==> config.mk <==
export PLATFORM = sky130hd
export DESIGN_NAME = rr_arbiter4
export DESIGN_NICKNAME = d
export VERILOG_FILES = /design/src/rtl/oo_arb_pkg.sv /design/src/rtl/decoder2x4.sv /design/src/rtl/rr_pick4.sv /design/src/rtl/rr_arbiter4.sv
export SDC_FILE = /design/constraint.sdc
export NUM_CORES = 1
export LEC_CHECK = 0
export CAP_MARGIN = 20
export CORE_MARGIN = 5
export CORE_UTILIZATION = 58
export CTS_BUF_LIST = sky130_fd_sc_hd__clkbuf_4
export DETAILED_ROUTE_END_ITERATION = 12
export GPL_ROUTABILITY_DRIVEN = 0
export PLACE_DENSITY = 0.95
export SYNTH_ARGS = -nofsm -noshare
export SYNTH_HDL_FRONTEND = slang
export SYNTH_HIERARCHICAL = 1
export SYNTH_SLANG_ARGS = --single-unit
==> constraint.sdc <==
create_clock -name clk -period 4.47 [get_ports clk]
set_input_delay 0.894 -clock clk [delete_from_list [all_inputs] [get_ports clk]]
set_output_delay 0.894 -clock clk [all_outputs]
set_load 0.005 [all_outputs]
==> src/rtl/oo_arb_pkg.sv <==
// Shared types and sizes for the four-way round-robin arbiter.
package oo_arb_pkg;

   typedef enum logic {ARB_IDLE, ARB_GRANT} arb_state_t;

   localparam int unsigned ARB_N   = 4;
   localparam int unsigned ARB_IDW = 2;

endpackage : oo_arb_pkg

==> src/rtl/decoder2x4.sv <==
// 2-to-4 one-hot decoder with enable.
//  en   in  1  output all-zero when low
//  sel  in  2  selected line
//  y    out 4  one-hot result
module decoder2x4 (
   input  logic       en,
   input  logic [1:0] sel,
   output logic [3:0] y
);

   always_comb begin
      y = 4'b0000;
      if (en) y = 4'b0001 << sel;
   end

endmodule : decoder2x4

==> src/rtl/rr_pick4.sv <==
// Combinational round-robin pick: first set request bit at or after ptr, wrapping 3->0.
//  req  in  4  candidate requests
//  ptr  in  2  highest-priority index
//  any  out 1  at least one request set
//  idx  out 2  index of the winner (0 when none)
module rr_pick4
   import oo_arb_pkg::*;
(
   input  logic [ARB_N-1:0]   req,
   input  logic [ARB_IDW-1:0] ptr,
   output logic               any,
   output logic [ARB_IDW-1:0] idx
);

   logic               found;
   logic [ARB_IDW-1:0] cand;

   // Scan priority order ptr, ptr+1, ptr+2, ptr+3; 2-bit add wraps naturally.
   always_comb begin
      any   = |req;
      idx   = '0;
      found = 1'b0;
      cand  = '0;
      for (int i = 0; i < int'(ARB_N); i++) begin
         cand = ptr + ARB_IDW'(i);
         if (!found && req[cand]) begin
            idx   = cand;
            found = 1'b1;
         end
      end
   end

endmodule : rr_pick4

==> src/rtl/rr_arbiter4.sv <==
// Round-robin arbiter sharing one resource among four requesters. A holder keeps the
// grant until done, until it drops its request, or until MAX_HOLD cycles elapse.
//  clk          in  1  rising-edge clock
//  reset        in  1  asynchronous active-high reset
//  req          in  4  level requests
//  done         in  1  holder finished (ignored when idle)
//  grant        out 4  one-hot grant, decoded from the registered id/valid
//  grant_id     out 2  current holder index, meaningful while grant_valid
//  grant_valid  out 1  a holder exists
//  timeout      out 1  one-cycle pulse after a forced release
module rr_arbiter4
   import oo_arb_pkg::*;
#(
   parameter int unsigned MAX_HOLD = 16
) (
   input  logic               clk,
   input  logic               reset,
   input  logic [ARB_N-1:0]   req,
   input  logic               done,
   output logic [ARB_N-1:0]   grant,
   output logic [ARB_IDW-1:0] grant_id,
   output logic               grant_valid,
   output logic               timeout
);

   localparam int unsigned CNT_W = $clog2(MAX_HOLD);

   arb_state_t         state, state_nxt;
   logic [ARB_IDW-1:0] ptr, ptr_nxt;
   logic [ARB_IDW-1:0] id_nxt;
   logic               valid_nxt;
   logic               timeout_nxt;
   logic [CNT_W-1:0]   hold_cnt, hold_cnt_nxt;

   logic               idle_any;
   logic [ARB_IDW-1:0] idle_idx;
   logic               rel_any;
   logic [ARB_IDW-1:0] rel_idx;
   logic [ARB_N-1:0]   rel_req;
   logic [ARB_IDW-1:0] rel_ptr;

   logic               at_limit;
   logic               withdraw;
   logic               release_now;

   // Release pick: holder masked off, priority starts just past the holder.
   assign rel_req = req & ~(4'b0001 << grant_id);
   assign rel_ptr = grant_id + 2'd1;

   rr_pick4 u_pick_idle (
      .req (req),
      .ptr (ptr),
      .any (idle_any),
      .idx (idle_idx)
   );

   rr_pick4 u_pick_rel (
      .req (rel_req),
      .ptr (rel_ptr),
      .any (rel_any),
      .idx (rel_idx)
   );

   decoder2x4 u_dec (
      .en  (grant_valid),
      .sel (grant_id),
      .y   (grant)
   );

   assign at_limit    = (hold_cnt == CNT_W'(MAX_HOLD - 1));
   assign withdraw    = ~req[grant_id];
   assign release_now = done | withdraw | at_limit;

   // State and output registers.
   always_ff @(posedge clk or posedge reset) begin
      if (reset) begin
         state       <= ARB_IDLE;
         grant_id    <= '0;
         grant_valid <= 1'b0;
         timeout     <= 1'b0;
         ptr         <= '0;
         hold_cnt    <= '0;
      end else begin
         state       <= state_nxt;
         grant_id    <= id_nxt;
         grant_valid <= valid_nxt;
         timeout     <= timeout_nxt;
         ptr         <= ptr_nxt;
         hold_cnt    <= hold_cnt_nxt;
      end
   end

   // Next-state logic.
   always_comb begin
      state_nxt    = state;
      id_nxt       = grant_id;
      valid_nxt    = grant_valid;
      timeout_nxt  = 1'b0;
      ptr_nxt      = ptr;
      hold_cnt_nxt = hold_cnt;

      case (state)
         ARB_IDLE: begin
            if (idle_any) begin
               state_nxt    = ARB_GRANT;
               id_nxt       = idle_idx;
               valid_nxt    = 1'b1;
               hold_cnt_nxt = '0;
            end
         end

         ARB_GRANT: begin
            if (release_now) begin
               ptr_nxt      = rel_ptr;
               hold_cnt_nxt = '0;
               // Only a pure hold-limit release is reported as a timeout.
               timeout_nxt  = at_limit & ~done & ~withdraw;
               if (rel_any) begin
                  id_nxt = rel_idx;
               end else begin
                  state_nxt = ARB_IDLE;
                  valid_nxt = 1'b0;
               end
            end else if (!at_limit) begin
               hold_cnt_nxt = hold_cnt + CNT_W'(1);
            end
         end

         default: begin
            state_nxt = ARB_IDLE;
            valid_nxt = 1'b0;
         end
      endcase
   end

endmodule : rr_arbiter4

==> parameters.txt <==
Parameter                              Value

Global routing
  Global-route wire length before repair ... 3.17 mm
  Overflow left after global routing ... 0
  Via count of the first global-routing pass ... 733
  Initial antenna violation count ... 0
  Largest net degree at the start of global routing ... 13
  Combined global-route utilization of all metal layers ... 0.167

Floorplan
  Width of the chip ... 48.4 um
  Overall die height ... 48.4 um
  Total I/O pin count ... 15
  Area inside the core boundary ... 0.00135 mm^2
  # rows ... 13
  DIE AREA ... 0.00234 mm^2
  Initial Util ... 0.633

Min path
  Worst min-delay path class ... flop to flop

Finish
  Storage cell area ... 275 um^2
  Net count reported at finish ... 126
  Final design area excluding fillers ... 0.00104 mm^2
  Layout Cells excl Fill ... 128
  Share of final-layout standard cells stronger than drive strength 1 ... 0.106
  Commonest non-fill, non-tap cell in the layout ... clkdlybuf4s50_1
  Util after Layout ... 0.767
  Total area of multi-input combinational cells ... 515 um^2
  Number of diodes added for antenna fixing ... 0
  Synthesis-to-finish area growth ... 21.2%
  Most used cells in the layout excluding fill and tap cells ... clkdlybuf4s50_1 (14), inv_1 (13), dfrtp_1 (11), a21oi_1 (10), mux2i_1 (7)
  Fillcell total ... 97

CTS
  Clock root cell ... clkbuf_4
  Number of buffers added by the clock tree synthesis step ... 3
  Clock insertion delay at the later pin of the skew report ... 280 ps
  Maximum root-to-sink buffer count ... 2
  Clock transition time at the flip-flop clock pins of the worst setup and hold paths ... 60 ps
  Number of cells upsized or downsized after cts ... 0
  Buffers inserted by post-CTS timing repair ... 0
  Number of H-tree branching levels ... 1
  Post-CTS Hold Fix Bufs ... 0
  TritonCTS clock tree ... done
  Number of clock sinks ... 11

Setup path
  Cell-by-cell trace of the critical path ... and3_2 > clkdlybuf4s50_1
  WP data required ... 3580 ps
  Worst setup path category ... flop to primary output
  Largest stage delay on the critical path ... 570 ps
  Worst path slowest cell ... dfrtp_1
  Crit path arrival time ... 1580 ps
  Peak fanout along the critical path ... 12
  Crit path max-delay family ... flip-flops
  Type of origin of the critical path ... flop
  Worst Setup End Kind ... primary output
  Bufs and invs on worst path ... 1

Drt
  1st-pass router iterations ... 4
  Post-detailed-route count of antenna-violating nets ... 0
  Overall via count from detail_route ... 760
  Number of DRC violations after detailed-routing iteration 0 ... 42
  Wire length after detailed routing ... 1.89 mm
  Total DRC errors in the routed layout ... 0
  Detail-routed via count per cell ... 5.94
  Mean routed wirelength per cell ... 14.8 um

Logic synthesis
  Synth top area cells ... dfrtp_1 (32%), mux2i_1 (8.2%), ha_1 (7.3%), a21oi_1 (5.9%), inv_1 (5.7%)
  Cells after Synth ... 96
  Share of synthesized area occupied by flip-flops and latches ... 0.322
  Share of the synthesized area in the top cell type ... 0.322
  Synth Area per Inst ... 8.90 um^2
  Post-Synthesis Net Count ... 108
  Area leader, netlist ... dfrtp_1
  Count of state elements after synthesis ... 11
  Number of distinct library cells after synthesis ... 30
  Total standard cell area after synthesis ... 855 um^2
  Total of warnings raised by yosys ... 6

Timing
  Summed negative setup slack over all endpoints ... 0 ps
  Final Max Slew Viols ... 0
  Max Clock Skew ... 5.45 ps
  Min cycle time layout ... 2480 ps
  Final number of setup-violating endpoints ... 0
  Final Hold Violating Endpoints ... 0
  Actual slew at the worst max-slew pin ... 388 ps
  Period Utilization, post-route ... 0.554
  RSZ-0062 raised after global routing ... no
  Fmax ... 404 MHz
  Max-slew headroom at the worst pin ... 0.734

Placed design
  Sum of net half-perimeters after detailed placement ... 1.39 mm
  Cell count after placement ... 124
  Dpl cell area ... 0.00101 mm^2
  # port buffers ... 14

Run
  Max-capacitance violation count ... 0

Power
  Overall power of the completed layout ... 0.000609 W
  Pwr per Cell Area ... 588 mW/mm^2
  Static leakage ... 0.496 nW
  Worst-case vdd ir drop ... 410 uV

Run status
  Status ... completed
-- routing by layer --
metal	share of wire	vias to the layer above	track usage	routed length (um)
li1	-	370	-	-
met1	0.41	353	0.201	782
met2	0.49	35	0.276	936
met3	0.088	2	0.0703	166
met4	0.0042	0	0.0323	8
met5	0	-	0	0
-- Yosys cell counts (all sizes together) --
master / instances
a21oi: 11
a221o: 2
a32o: 1
and2: 1
and3: 1
and3b: 2
buf: 1
dfrtp: 11
ha: 5
inv: 15
mux2: 2
mux2i: 7
nand2: 5
nand2b: 3
nand3: 4
nor2: 5
nor2b: 4
nor3b: 1
o21ai: 6
o21bai: 1
o221ai: 2
o22a: 1
o2bb2ai: 1
o32ai: 1
or2: 1
or3b: 1
xor2: 1
-- path summary, 6_finish.rpt --
path / from / endpoint / slack (ps) / cells past startpoint
setup / recovery: grant_id[0] / grant[3] / 1990 / 2
hold / removal: hold_cnt[0] / hold_cnt[0] / 520 / 1
setup reg to reg: grant_id[0] / grant_id[0] / 2400 / 8
hold reg to reg: hold_cnt[0] / hold_cnt[0] / 520 / 1
max in group asynchronous: reset / hold_cnt[1] / 3250 / 2
min in group asynchronous: reset / ptr[1] / 930 / 2
-- cell families after synthesis --
logic type                 count (synthesis)  synth area share
xor gates and xnor gates                   1            0.0103
and+or+nand+nor                           28             0.190
adders and majority gates                  5            0.0732
buffers and inverters                     16            0.0747
muxes                                      9             0.108
AOI/OAI and AO/OA                         26             0.221
DFF                                       11             0.322
-- through the flow --
step	setup WS, ps	hold slack [ps]
finish	1990	522
global route	1890	559
CTS	1990	523
detailed placement	1900	508
global placement	1940	495
floorplan	2520	472
-- state kept, by name, indices dropped and copies added (netlist names) --
register     cells
hold_cnt         4
state            1
grant_id         2
timeout          1
ptr              2
grant_valid      1
-- worst reg2reg max path: stages, from the launching register on --
cell	delay [ps]
dfrtp_1	570
inv_1	240
ha_1	250
nor2b_1	220
inv_1	100
nand3_1	120
mux2i_1	130
a21oi_2	190
mux2i_1	200
-- final cells by class --
class	count	area share
clock buffer	4	0.0290
inverter	15	0.0543
multi-input combinational	69	0.498
sequential	11	0.266
tap	15	0.0181
timing repair buffer	14	0.135
-- power breakdown --
group	internal, W	switching, W	leakage, nW
Combinational	0.000181	0.000156	0.341
Clock	0.0000407	0.0000343	0.0184
Sequential	0.000134	0.0000633	0.137
No activity file was read; power rests on OpenSTA's default activity.
